File: src/rtl/rs_pkg.sv
// -----------------------------------------------------------------------------
// rs_pkg -- shared definitions for the parameterised reservation station.
//
// Holds the default geometry (entry count, CDB channel count and field
// widths). It also holds the reference entry layout at those default widths,
// which is useful for debug taps and for models that want the same packing.
//
// Optional feature macro used by the station:
//   RS_CDB_BYPASS_EN  -- capture same-cycle CDB broadcasts on insertion.
// -----------------------------------------------------------------------------
package rs_pkg;

    localparam int RS_DEPTH   = 4;
    localparam int RS_NUM_CDB = 4;
    localparam int RS_TAG_W   = 4;
    localparam int RS_DATA_W  = 16;
    localparam int RS_OPC_W   = 4;
    localparam int RS_IMM_W   = 8;

    // One station slot at the default widths.
    typedef struct packed {
        logic                 valid;
        logic [RS_TAG_W-1:0]  tag;
        logic [RS_OPC_W-1:0]  opcode;
        logic [RS_IMM_W-1:0]  imm;
        logic [RS_TAG_W-1:0]  src1_tag;
        logic [RS_DATA_W-1:0] src1_val;
        logic                 src1_rdy;
        logic [RS_TAG_W-1:0]  src2_tag;
        logic [RS_DATA_W-1:0] src2_val;
        logic                 src2_rdy;
    } rs_entry_t;

endpackage

File: src/rtl/rs_entry.sv
// -----------------------------------------------------------------------------
// rs_entry -- one reservation station slot.
//
// Stores one dispatched instruction and snoops the common data bus for the
// operands that are still outstanding. When several channels carry the wanted
// tag, the lowest channel index wins.
//
// Optional macro RS_CDB_BYPASS_EN: when an operand is loaded as not ready and
// a valid CDB channel broadcasts its tag in the same cycle, the operand is
// stored as ready with that data. Without the macro, loaded operands are
// stored exactly as presented.
//
// Ports
//   clk, rst           clock, asynchronous active-high reset
//   flush              synchronous squash (clears valid)
//   load               write the in_* fields into this slot (slot must be free)
//   issue              slot was selected for issue this cycle (frees it)
//   in_*               instruction fields being dispatched
//   cdb_valid/tag/data flat CDB broadcast, channel k at slice k
//   valid              slot occupied
//   ready              slot occupied and both operands available
//   tag..val2          stored instruction fields
// -----------------------------------------------------------------------------
module rs_entry
    import rs_pkg::*;
#(
    parameter int NUM_CDB = RS_NUM_CDB,
    parameter int TAG_W   = RS_TAG_W,
    parameter int DATA_W  = RS_DATA_W,
    parameter int OPC_W   = RS_OPC_W,
    parameter int IMM_W   = RS_IMM_W
) (
    input  logic                      clk,
    input  logic                      rst,
    input  logic                      flush,
    input  logic                      load,
    input  logic                      issue,
    input  logic [TAG_W-1:0]          in_tag,
    input  logic [OPC_W-1:0]          in_opcode,
    input  logic [IMM_W-1:0]          in_imm,
    input  logic [TAG_W-1:0]          in_src1_tag,
    input  logic [TAG_W-1:0]          in_src2_tag,
    input  logic [DATA_W-1:0]         in_src1_val,
    input  logic [DATA_W-1:0]         in_src2_val,
    input  logic                      in_src1_rdy,
    input  logic                      in_src2_rdy,
    input  logic [NUM_CDB-1:0]        cdb_valid,
    input  logic [NUM_CDB*TAG_W-1:0]  cdb_tag,
    input  logic [NUM_CDB*DATA_W-1:0] cdb_data,
    output logic                      valid,
    output logic                      ready,
    output logic [TAG_W-1:0]          tag,
    output logic [OPC_W-1:0]          opcode,
    output logic [IMM_W-1:0]          imm,
    output logic [DATA_W-1:0]         val1,
    output logic [DATA_W-1:0]         val2
);

    // Returns {hit, data}; channels are scanned high to low so the lowest
    // matching channel is the one left in the result.
    function automatic logic [DATA_W:0] cdb_lookup(
        input logic [TAG_W-1:0]          t,
        input logic [NUM_CDB-1:0]        v,
        input logic [NUM_CDB*TAG_W-1:0]  tags,
        input logic [NUM_CDB*DATA_W-1:0] data
    );
        logic [DATA_W:0] r;
        r = '0;
        for (int k = NUM_CDB - 1; k >= 0; k--) begin
            if (v[k] && (tags[k*TAG_W +: TAG_W] == t)) begin
                r = {1'b1, data[k*DATA_W +: DATA_W]};
            end
        end
        return r;
    endfunction

    logic              valid_reg;
    logic [TAG_W-1:0]  tag_reg;
    logic [OPC_W-1:0]  opcode_reg;
    logic [IMM_W-1:0]  imm_reg;
    logic [TAG_W-1:0]  op_tag_reg [2];
    logic [DATA_W-1:0] op_val_reg [2];
    logic [1:0]        op_rdy_reg;

    // Dispatched operand fields, indexed by operand number.
    logic [TAG_W-1:0]  src_tag [2];
    logic [DATA_W-1:0] src_val [2];
    logic [1:0]        src_rdy;

    logic [DATA_W:0]   wake_lk [2];
    logic [1:0]        load_rdy;
    logic [DATA_W-1:0] load_val [2];

    assign src_tag[0] = in_src1_tag;
    assign src_tag[1] = in_src2_tag;
    assign src_val[0] = in_src1_val;
    assign src_val[1] = in_src2_val;
    assign src_rdy    = {in_src2_rdy, in_src1_rdy};

`ifdef RS_CDB_BYPASS_EN
    logic [DATA_W:0] byp_lk [2];
`endif

    always_comb begin
        for (int op = 0; op < 2; op++) begin
            wake_lk[op] = cdb_lookup(op_tag_reg[op], cdb_valid, cdb_tag, cdb_data);
`ifdef RS_CDB_BYPASS_EN
            byp_lk[op]   = cdb_lookup(src_tag[op], cdb_valid, cdb_tag, cdb_data);
            load_rdy[op] = src_rdy[op] | byp_lk[op][DATA_W];
            load_val[op] = (!src_rdy[op] && byp_lk[op][DATA_W]) ?
                           byp_lk[op][DATA_W-1:0] : src_val[op];
`else
            load_rdy[op] = src_rdy[op];
            load_val[op] = src_val[op];
`endif
        end
    end

    always_ff @(posedge clk or posedge rst) begin
        if (rst) begin
            valid_reg  <= 1'b0;
            tag_reg    <= '0;
            opcode_reg <= '0;
            imm_reg    <= '0;
            op_rdy_reg <= '0;
            for (int op = 0; op < 2; op++) begin
                op_tag_reg[op] <= '0;
                op_val_reg[op] <= '0;
            end
        end else begin
            if (flush) begin
                valid_reg <= 1'b0;
            end else if (load) begin
                valid_reg <= 1'b1;
            end else if (issue) begin
                valid_reg <= 1'b0;
            end

            if (load) begin
                tag_reg    <= in_tag;
                opcode_reg <= in_opcode;
                imm_reg    <= in_imm;
            end

            for (int op = 0; op < 2; op++) begin
                if (load) begin
                    op_tag_reg[op] <= src_tag[op];
                    op_rdy_reg[op] <= load_rdy[op];
                    op_val_reg[op] <= load_val[op];
                end else if (valid_reg && !op_rdy_reg[op] && wake_lk[op][DATA_W]) begin
                    op_rdy_reg[op] <= 1'b1;
                    op_val_reg[op] <= wake_lk[op][DATA_W-1:0];
                end
            end
        end
    end

    assign valid  = valid_reg;
    assign ready  = valid_reg & op_rdy_reg[0] & op_rdy_reg[1];
    assign tag    = tag_reg;
    assign opcode = opcode_reg;
    assign imm    = imm_reg;
    assign val1   = op_val_reg[0];
    assign val2   = op_val_reg[1];

endmodule

File: src/rtl/param_res_station.sv
// -----------------------------------------------------------------------------
// param_res_station -- parameterised reservation station with oldest-ready
// issue.
//
// Instructions are dispatched into the lowest free slot. Each slot snoops the
// CDB for missing operands. An age matrix picks the oldest slot whose operands
// are both ready, and that slot is moved into a single output register that
// feeds the functional unit through a valid/ready handshake.
//
// Optional macro RS_CDB_BYPASS_EN (handled in rs_entry): on insertion, capture
// a same-cycle CDB broadcast for an operand that arrives not ready.
//
// Ports
//   clk, rst                 clock, asynchronous active-high reset
//   in_valid/in_ready        dispatch handshake
//   in_tag/opcode/imm        dispatched instruction
//   in_src{1,2}_tag/val/rdy  operand producer tag, value, value-valid
//   cdb_valid/tag/data       NUM_CDB broadcast channels, flat, channel 0 at LSB
//   flush                    synchronous squash of entries and output register
//   out_valid/out_ready      issue handshake
//   out_tag..out_val2        issued instruction
//   count                    occupied slots (output register not included)
// -----------------------------------------------------------------------------
module param_res_station
    import rs_pkg::*;
#(
    parameter int DEPTH   = RS_DEPTH,
    parameter int NUM_CDB = RS_NUM_CDB,
    parameter int TAG_W   = RS_TAG_W,
    parameter int DATA_W  = RS_DATA_W,
    parameter int OPC_W   = RS_OPC_W,
    parameter int IMM_W   = RS_IMM_W,
    localparam int CNT_W  = $clog2(DEPTH + 1)
) (
    input  logic                      clk,
    input  logic                      rst,
    input  logic                      in_valid,
    output logic                      in_ready,
    input  logic [TAG_W-1:0]          in_tag,
    input  logic [OPC_W-1:0]          in_opcode,
    input  logic [IMM_W-1:0]          in_imm,
    input  logic [TAG_W-1:0]          in_src1_tag,
    input  logic [TAG_W-1:0]          in_src2_tag,
    input  logic [DATA_W-1:0]         in_src1_val,
    input  logic [DATA_W-1:0]         in_src2_val,
    input  logic                      in_src1_rdy,
    input  logic                      in_src2_rdy,
    input  logic [NUM_CDB-1:0]        cdb_valid,
    input  logic [NUM_CDB*TAG_W-1:0]  cdb_tag,
    input  logic [NUM_CDB*DATA_W-1:0] cdb_data,
    input  logic                      flush,
    output logic                      out_valid,
    input  logic                      out_ready,
    output logic [TAG_W-1:0]          out_tag,
    output logic [OPC_W-1:0]          out_opcode,
    output logic [IMM_W-1:0]          out_imm,
    output logic [DATA_W-1:0]         out_val1,
    output logic [DATA_W-1:0]         out_val2,
    output logic [CNT_W-1:0]          count
);

    logic [DEPTH-1:0]  ent_valid;
    logic [DEPTH-1:0]  ent_ready;
    logic [TAG_W-1:0]  ent_tag    [DEPTH];
    logic [OPC_W-1:0]  ent_opcode [DEPTH];
    logic [IMM_W-1:0]  ent_imm    [DEPTH];
    logic [DATA_W-1:0] ent_val1   [DEPTH];
    logic [DATA_W-1:0] ent_val2   [DEPTH];

    logic [DEPTH-1:0]  free_onehot;
    logic [DEPTH-1:0]  load_vec;
    logic [DEPTH-1:0]  grant;
    logic [DEPTH-1:0]  issue_vec;
    logic              in_fire;
    logic              issue_fire;

    // older_reg[i][j] = 1 means slot i was written before slot j.
    logic [DEPTH-1:0]  older_reg [DEPTH];

    logic [CNT_W-1:0]  count_reg;
    logic              out_valid_reg;
    logic [TAG_W-1:0]  out_tag_reg;
    logic [OPC_W-1:0]  out_opcode_reg;
    logic [IMM_W-1:0]  out_imm_reg;
    logic [DATA_W-1:0] out_val1_reg;
    logic [DATA_W-1:0] out_val2_reg;

    logic [TAG_W-1:0]  sel_tag;
    logic [OPC_W-1:0]  sel_opcode;
    logic [IMM_W-1:0]  sel_imm;
    logic [DATA_W-1:0] sel_val1;
    logic [DATA_W-1:0] sel_val2;

    // Slots freed this cycle are still counted, so they cannot be refilled
    // until the next cycle.
    assign in_ready = (count_reg < CNT_W'(DEPTH)) && !flush;
    assign in_fire  = in_valid && in_ready;

    // Lowest clear bit of the valid vector.
    assign free_onehot = ~ent_valid & (ent_valid + DEPTH'(1));
    assign load_vec    = free_onehot & {DEPTH{in_fire}};

    genvar gi;
    generate
        for (gi = 0; gi < DEPTH; gi++) begin : g_entry
            rs_entry #(
                .NUM_CDB (NUM_CDB),
                .TAG_W   (TAG_W),
                .DATA_W  (DATA_W),
                .OPC_W   (OPC_W),
                .IMM_W   (IMM_W)
            ) u_entry (
                .clk         (clk),
                .rst         (rst),
                .flush       (flush),
                .load        (load_vec[gi]),
                .issue       (issue_vec[gi]),
                .in_tag      (in_tag),
                .in_opcode   (in_opcode),
                .in_imm      (in_imm),
                .in_src1_tag (in_src1_tag),
                .in_src2_tag (in_src2_tag),
                .in_src1_val (in_src1_val),
                .in_src2_val (in_src2_val),
                .in_src1_rdy (in_src1_rdy),
                .in_src2_rdy (in_src2_rdy),
                .cdb_valid   (cdb_valid),
                .cdb_tag     (cdb_tag),
                .cdb_data    (cdb_data),
                .valid       (ent_valid[gi]),
                .ready       (ent_ready[gi]),
                .tag         (ent_tag[gi]),
                .opcode      (ent_opcode[gi]),
                .imm         (ent_imm[gi]),
                .val1        (ent_val1[gi]),
                .val2        (ent_val2[gi])
            );
        end
    endgenerate

    // A newly written slot becomes younger than every other slot: its row is
    // cleared and its column set. Stale bits of empty slots are harmless
    // because selection only looks at ready slots and a refill rewrites them.
    always_ff @(posedge clk or posedge rst) begin
        if (rst) begin
            for (int i = 0; i < DEPTH; i++) begin
                older_reg[i] <= '0;
            end
        end else begin
            for (int i = 0; i < DEPTH; i++) begin
                if (load_vec[i]) begin
                    older_reg[i] <= '0;
                end else begin
                    older_reg[i] <= older_reg[i] | load_vec;
                end
            end
        end
    end

    // A ready slot is granted when no other ready slot is older than it.
    always_comb begin
        grant = '0;
        for (int i = 0; i < DEPTH; i++) begin
            grant[i] = ent_ready[i];
            for (int j = 0; j < DEPTH; j++) begin
                if (ent_ready[j] && older_reg[j][i]) begin
                    grant[i] = 1'b0;
                end
            end
        end
    end

    assign issue_fire = (|ent_ready) && (!out_valid_reg || out_ready) && !flush;
    assign issue_vec  = grant & {DEPTH{issue_fire}};

    // AND-OR mux; grant is one-hot whenever any slot is ready.
    always_comb begin
        sel_tag    = '0;
        sel_opcode = '0;
        sel_imm    = '0;
        sel_val1   = '0;
        sel_val2   = '0;
        for (int i = 0; i < DEPTH; i++) begin
            if (grant[i]) begin
                sel_tag    = sel_tag    | ent_tag[i];
                sel_opcode = sel_opcode | ent_opcode[i];
                sel_imm    = sel_imm    | ent_imm[i];
                sel_val1   = sel_val1   | ent_val1[i];
                sel_val2   = sel_val2   | ent_val2[i];
            end
        end
    end

    always_ff @(posedge clk or posedge rst) begin
        if (rst) begin
            count_reg <= '0;
        end else if (flush) begin
            count_reg <= '0;
        end else begin
            count_reg <= count_reg + CNT_W'(in_fire) - CNT_W'(issue_fire);
        end
    end

    always_ff @(posedge clk or posedge rst) begin
        if (rst) begin
            out_valid_reg  <= 1'b0;
            out_tag_reg    <= '0;
            out_opcode_reg <= '0;
            out_imm_reg    <= '0;
            out_val1_reg   <= '0;
            out_val2_reg   <= '0;
        end else if (flush) begin
            out_valid_reg <= 1'b0;
        end else if (issue_fire) begin
            out_valid_reg  <= 1'b1;
            out_tag_reg    <= sel_tag;
            out_opcode_reg <= sel_opcode;
            out_imm_reg    <= sel_imm;
            out_val1_reg   <= sel_val1;
            out_val2_reg   <= sel_val2;
        end else if (out_ready) begin
            out_valid_reg <= 1'b0;
        end
    end

    assign out_valid  = out_valid_reg;
    assign out_tag    = out_tag_reg;
    assign out_opcode = out_opcode_reg;
    assign out_imm    = out_imm_reg;
    assign out_val1   = out_val1_reg;
    assign out_val2   = out_val2_reg;
    assign count      = count_reg;

endmodule

File: config.mk
export PLATFORM = sky130hd
export DESIGN_NAME = param_res_station
export DESIGN_NICKNAME = d
export VERILOG_FILES = /design/src/rtl/rs_pkg.sv /design/src/rtl/rs_entry.sv /design/src/rtl/param_res_station.sv
export SDC_FILE = /design/constraint.sdc
export NUM_CORES = 1
export LEC_CHECK = 0
export BUFFER_PORTS_ARGS = -buffer_cell sky130_fd_sc_hd__buf_2
export CELL_PAD_IN_SITES_DETAIL_PLACEMENT = 1
export CELL_PAD_IN_SITES_GLOBAL_PLACEMENT = 2
export CORE_MARGIN = 4
export CORE_UTILIZATION = 37
export DETAILED_ROUTE_END_ITERATION = 10
export HOLD_SLACK_MARGIN = 0.15
export PLACE_DENSITY_LB_ADDON = 0.1
export SYNTH_ARGS = -nofsm -noshare
export SYNTH_HDL_FRONTEND = slang
export SYNTH_HIERARCHICAL = 1
export SYNTH_SLANG_ARGS = --single-unit
File: constraint.sdc
create_clock -name clk -period 6.05 [get_ports clk]
set_input_delay 0.9075 -clock clk [delete_from_list [all_inputs] [get_ports clk]]
set_output_delay 0.9075 -clock clk [all_outputs]
set_load 0.02 [all_outputs]
==> impl_metrics.env <==
export IMPL_cts_inserted_buffers=39
export IMPL_final_hold_violation_count=0
export IMPL_n_fill_cell=6200
export IMPL_syn_area_um2=20500
export IMPL_fin_skew_ps=29.4
export IMPL_crit_type="in2reg"
export IMPL_hpwlAfterDp_um=67100
export IMPL_status="finished clean"
export IMPL_grt_first_pass_wirelength_um=141000
export IMPL_cts_resized=0
export IMPL_ant_nets=0
export IMPL_power_density_nw_per_um2=358
export IMPL_multiInputGateArea_um2=11100
export IMPL_ys_flop_type="dfrtp_1"
export IMPL_cts_hold_buffers=0
export IMPL_core_um2=54300
export IMPL_clock_sinks=304
export IMPL_hold_class="in2async"
export IMPL_crit_start="cdb_tag[5]"
export IMPL_synthToLayoutAreaGrowth_pct=12.2
export IMPL_cap_violations=0
export IMPL_dieArea_um2=59200
export IMPL_synth_adder_area_share_pct=0.220
export IMPL_finalSetupTns_ps=0
export IMPL_synthCells=2196
export IMPL_clk_pin_slew_worst_paths_ps=60
export IMPL_max_slew_margin_pct=6.54
export IMPL_yosysWarnings=6
export IMPL_async_flop_share_pct=100
export IMPL_ir_drop_mv=0.181
export IMPL_regArea_um2=7610
export IMPL_clk_latency_ps=580
export IMPL_viasPerCell=6.50
export IMPL_grt_max_degree=95
export IMPL_wl_um=96500
export IMPL_synthXorXnorAreaFrac_pct=4.02
export IMPL_whs_ps=460
export IMPL_drcViolationCount=0
export IMPL_synth_top_family_by_area="compound AO/OA/AOI/OAI gates"
export IMPL_grtUsageTotal_pct=31.4
export IMPL_slew_viol_final=0
export IMPL_die_w_um=243
export IMPL_start_util_pct=37.7
export IMPL_vias=19700
export IMPL_rsz0062_at_grt="false"
export IMPL_yosysUniqueCellTypes=57
export IMPL_leakage_uw=0.00937
export IMPL_wire_per_inst_um=31.9
export IMPL_port_buffers=199
export IMPL_die_y_um=243
export IMPL_root_buffer="clkbuf_16"
export IMPL_synth_seq_cells=304
export IMPL_synth_compound_area_share_pct=26.7
export IMPL_drtIter0Drc=2347
export IMPL_cts_max_level=2
export IMPL_synth_common_cells="dfrtp_1 (304), inv_1 (177), a22oi_1 (155)"
export IMPL_layout_drive_gt1_share_pct=22.7
export IMPL_path_max_fanout=33
export IMPL_crit_path_end_kind="flip-flop"
export IMPL_final_util_pct=42.3
export IMPL_seq_area_frac_synth_pct=37.2
export IMPL_fmax_mhz=281
export IMPL_yosysTopAreaCellShare_pct=37.2
export IMPL_syn_nets=2346
export IMPL_yosys_area_top_type="dfrtp_1"
export IMPL_pin_count=200
export IMPL_synth_area_leaders="dfrtp_1 (37%), mux2_2 (6.6%), a22oi_1 (5.7%)"
export IMPL_gp_congestion=0.909
export IMPL_avgSynthCellArea_um2=9.32
export IMPL_grt_pass1_vias=19900
export IMPL_synth_edf_count=0
export IMPL_r2r_start="g_entry[3].u_entry/op_tag_reg[2]$_DFFE_PP0P_"
export IMPL_startpoint_type="input port"
export IMPL_cts_tree="done"
export IMPL_synth_most_common_cell="dfrtp_1"
export IMPL_finalCritPeriodShare_pct=58.8
export IMPL_critPathRequiredTime_ps=6450
export IMPL_grt_antenna_before_repair=7
export IMPL_layout_nets=2403
export IMPL_post_cts_buffers=0
export IMPL_max_slew_worst_pin_slew_ps=1400
export IMPL_drt_first_pass_iters=7
export IMPL_setup_viol=0
export IMPL_row_count=85
export IMPL_synthSimpleGateAreaFrac_pct=13.9
export IMPL_grt_ovfl_total=0
export IMPL_fin_crit_ps=3560
export IMPL_arrival_ps=3960
export IMPL_cts_path_max_buffers=3
export IMPL_synthMuxAreaShare_pct=9.24
## cells in the final DEF, fill, tap and decap left out, types with 25 or more instances in the layout
cell type | synthesis | final
inv_1 | 177 | 171
o221ai_1 | 64 | 64
xnor2_1 | 25 | 25
a41oi_1 | 64 | 64
nand3_1 | 76 | 76
xor2_1 | 69 | 69
a22oi_1 | 155 | 155
dfrtp_1 | 304 | 304
buf_2 | 46 | 199
or3_1 | 64 | 64
a211oi_1 | 64 | 64
o31ai_1 | 64 | 64
a32oi_1 | 64 | 64
o21ai_0 | 80 | 80
a31oi_1 | 116 | 116
mux2_2 | 120 | 120
nor3b_1 | 64 | 64
mux2_4 | 36 | 36
clkbuf_16 | 0 | 39
nor2_1 | 80 | 79
nand2_1 | 136 | 136
buf_4 | 7 | 35
## layout make-up
type	instances	share of cell area, %
Inverter	177	2.91
Multi-Input combinational cell	1496	48.5
Antenna cell	6	0.0654
Timing Repair Buffer	235	5.57
Clock buffer	55	4.81
Sequential cell	304	33.1
Tap cell	739	4.03
Clock inverter	16	0.975
## report_power, final
group,switching (uW),internal [uW],leakage [uW]
logic,1650,1030,0.00483
clock network,975,1460,0.000657
registers,492,2630,0.00388
## cell families after synthesis
group                      count (synthesis)
AOI/OAI and AO/OA                        729
xor gates and xnor gates                  94
adders and majority gates                  3
buffers and inverters                    396
DFF                                      304
muxes                                    156
and+or+nand+nor                          514
## routing by layer
metal  wire length (um)  global-route usage [%]  share of wire (%)  vias up
li1                   -                       -                  -     8451
met1              42700                    43.9                 44    10200
met2              42600                    47.9                 44      902
met3               8620                    8.30                8.9      164
met4               2540                    8.96                2.6        4
met5                 24                       0              0.025        -
## path summary, 6_finish.rpt
| path | endpoint | slack [ps] | depth (start not counted) |
|---|---|---|---|
| worst min-delay path | g_entry[0].u_entry/tag[1]$_DFFE_PP0P_ | 460 | 2 |
| max in group asynchronous | g_entry[2].u_entry/val1[1]$_DFFE_PP0P_ | 4330 | 3 |
| worst max register to register | g_entry[3].u_entry/val2[10]$_DFFE_PP0P_ | 2560 | 6 |
| worst min register to register | older_reg[13]$_DFF_PP0_ | 480 | 1 |
| worst max-delay path | g_entry[1].u_entry/val2[2]$_DFFE_PP0P_ | 2490 | 7 |
| min in group clk | older_reg[13]$_DFF_PP0_ | 480 | 1 |
## through the flow
step                      total power [uW]  cells  cell area [um2]  setup slack, ps
after global routing                  8630   3027            23000             2390
after global placement                5690   2951            21600             2080
final                                 8230   3028            23000             2490
after detailed placement              5790   2951            21600             2000
after floorplan                       4780   2196            20500             2970
after CTS                             8260   3022            23000             2580
## worst max-delay path, stage by stage
cell and delay (ps):
buf_2 260, inv_1 100, a222oi_1 310, or4b_2 1020, nand4_2 560, a21o_2 540, a41oi_1 230
Power figures use the tool's default switching activity.
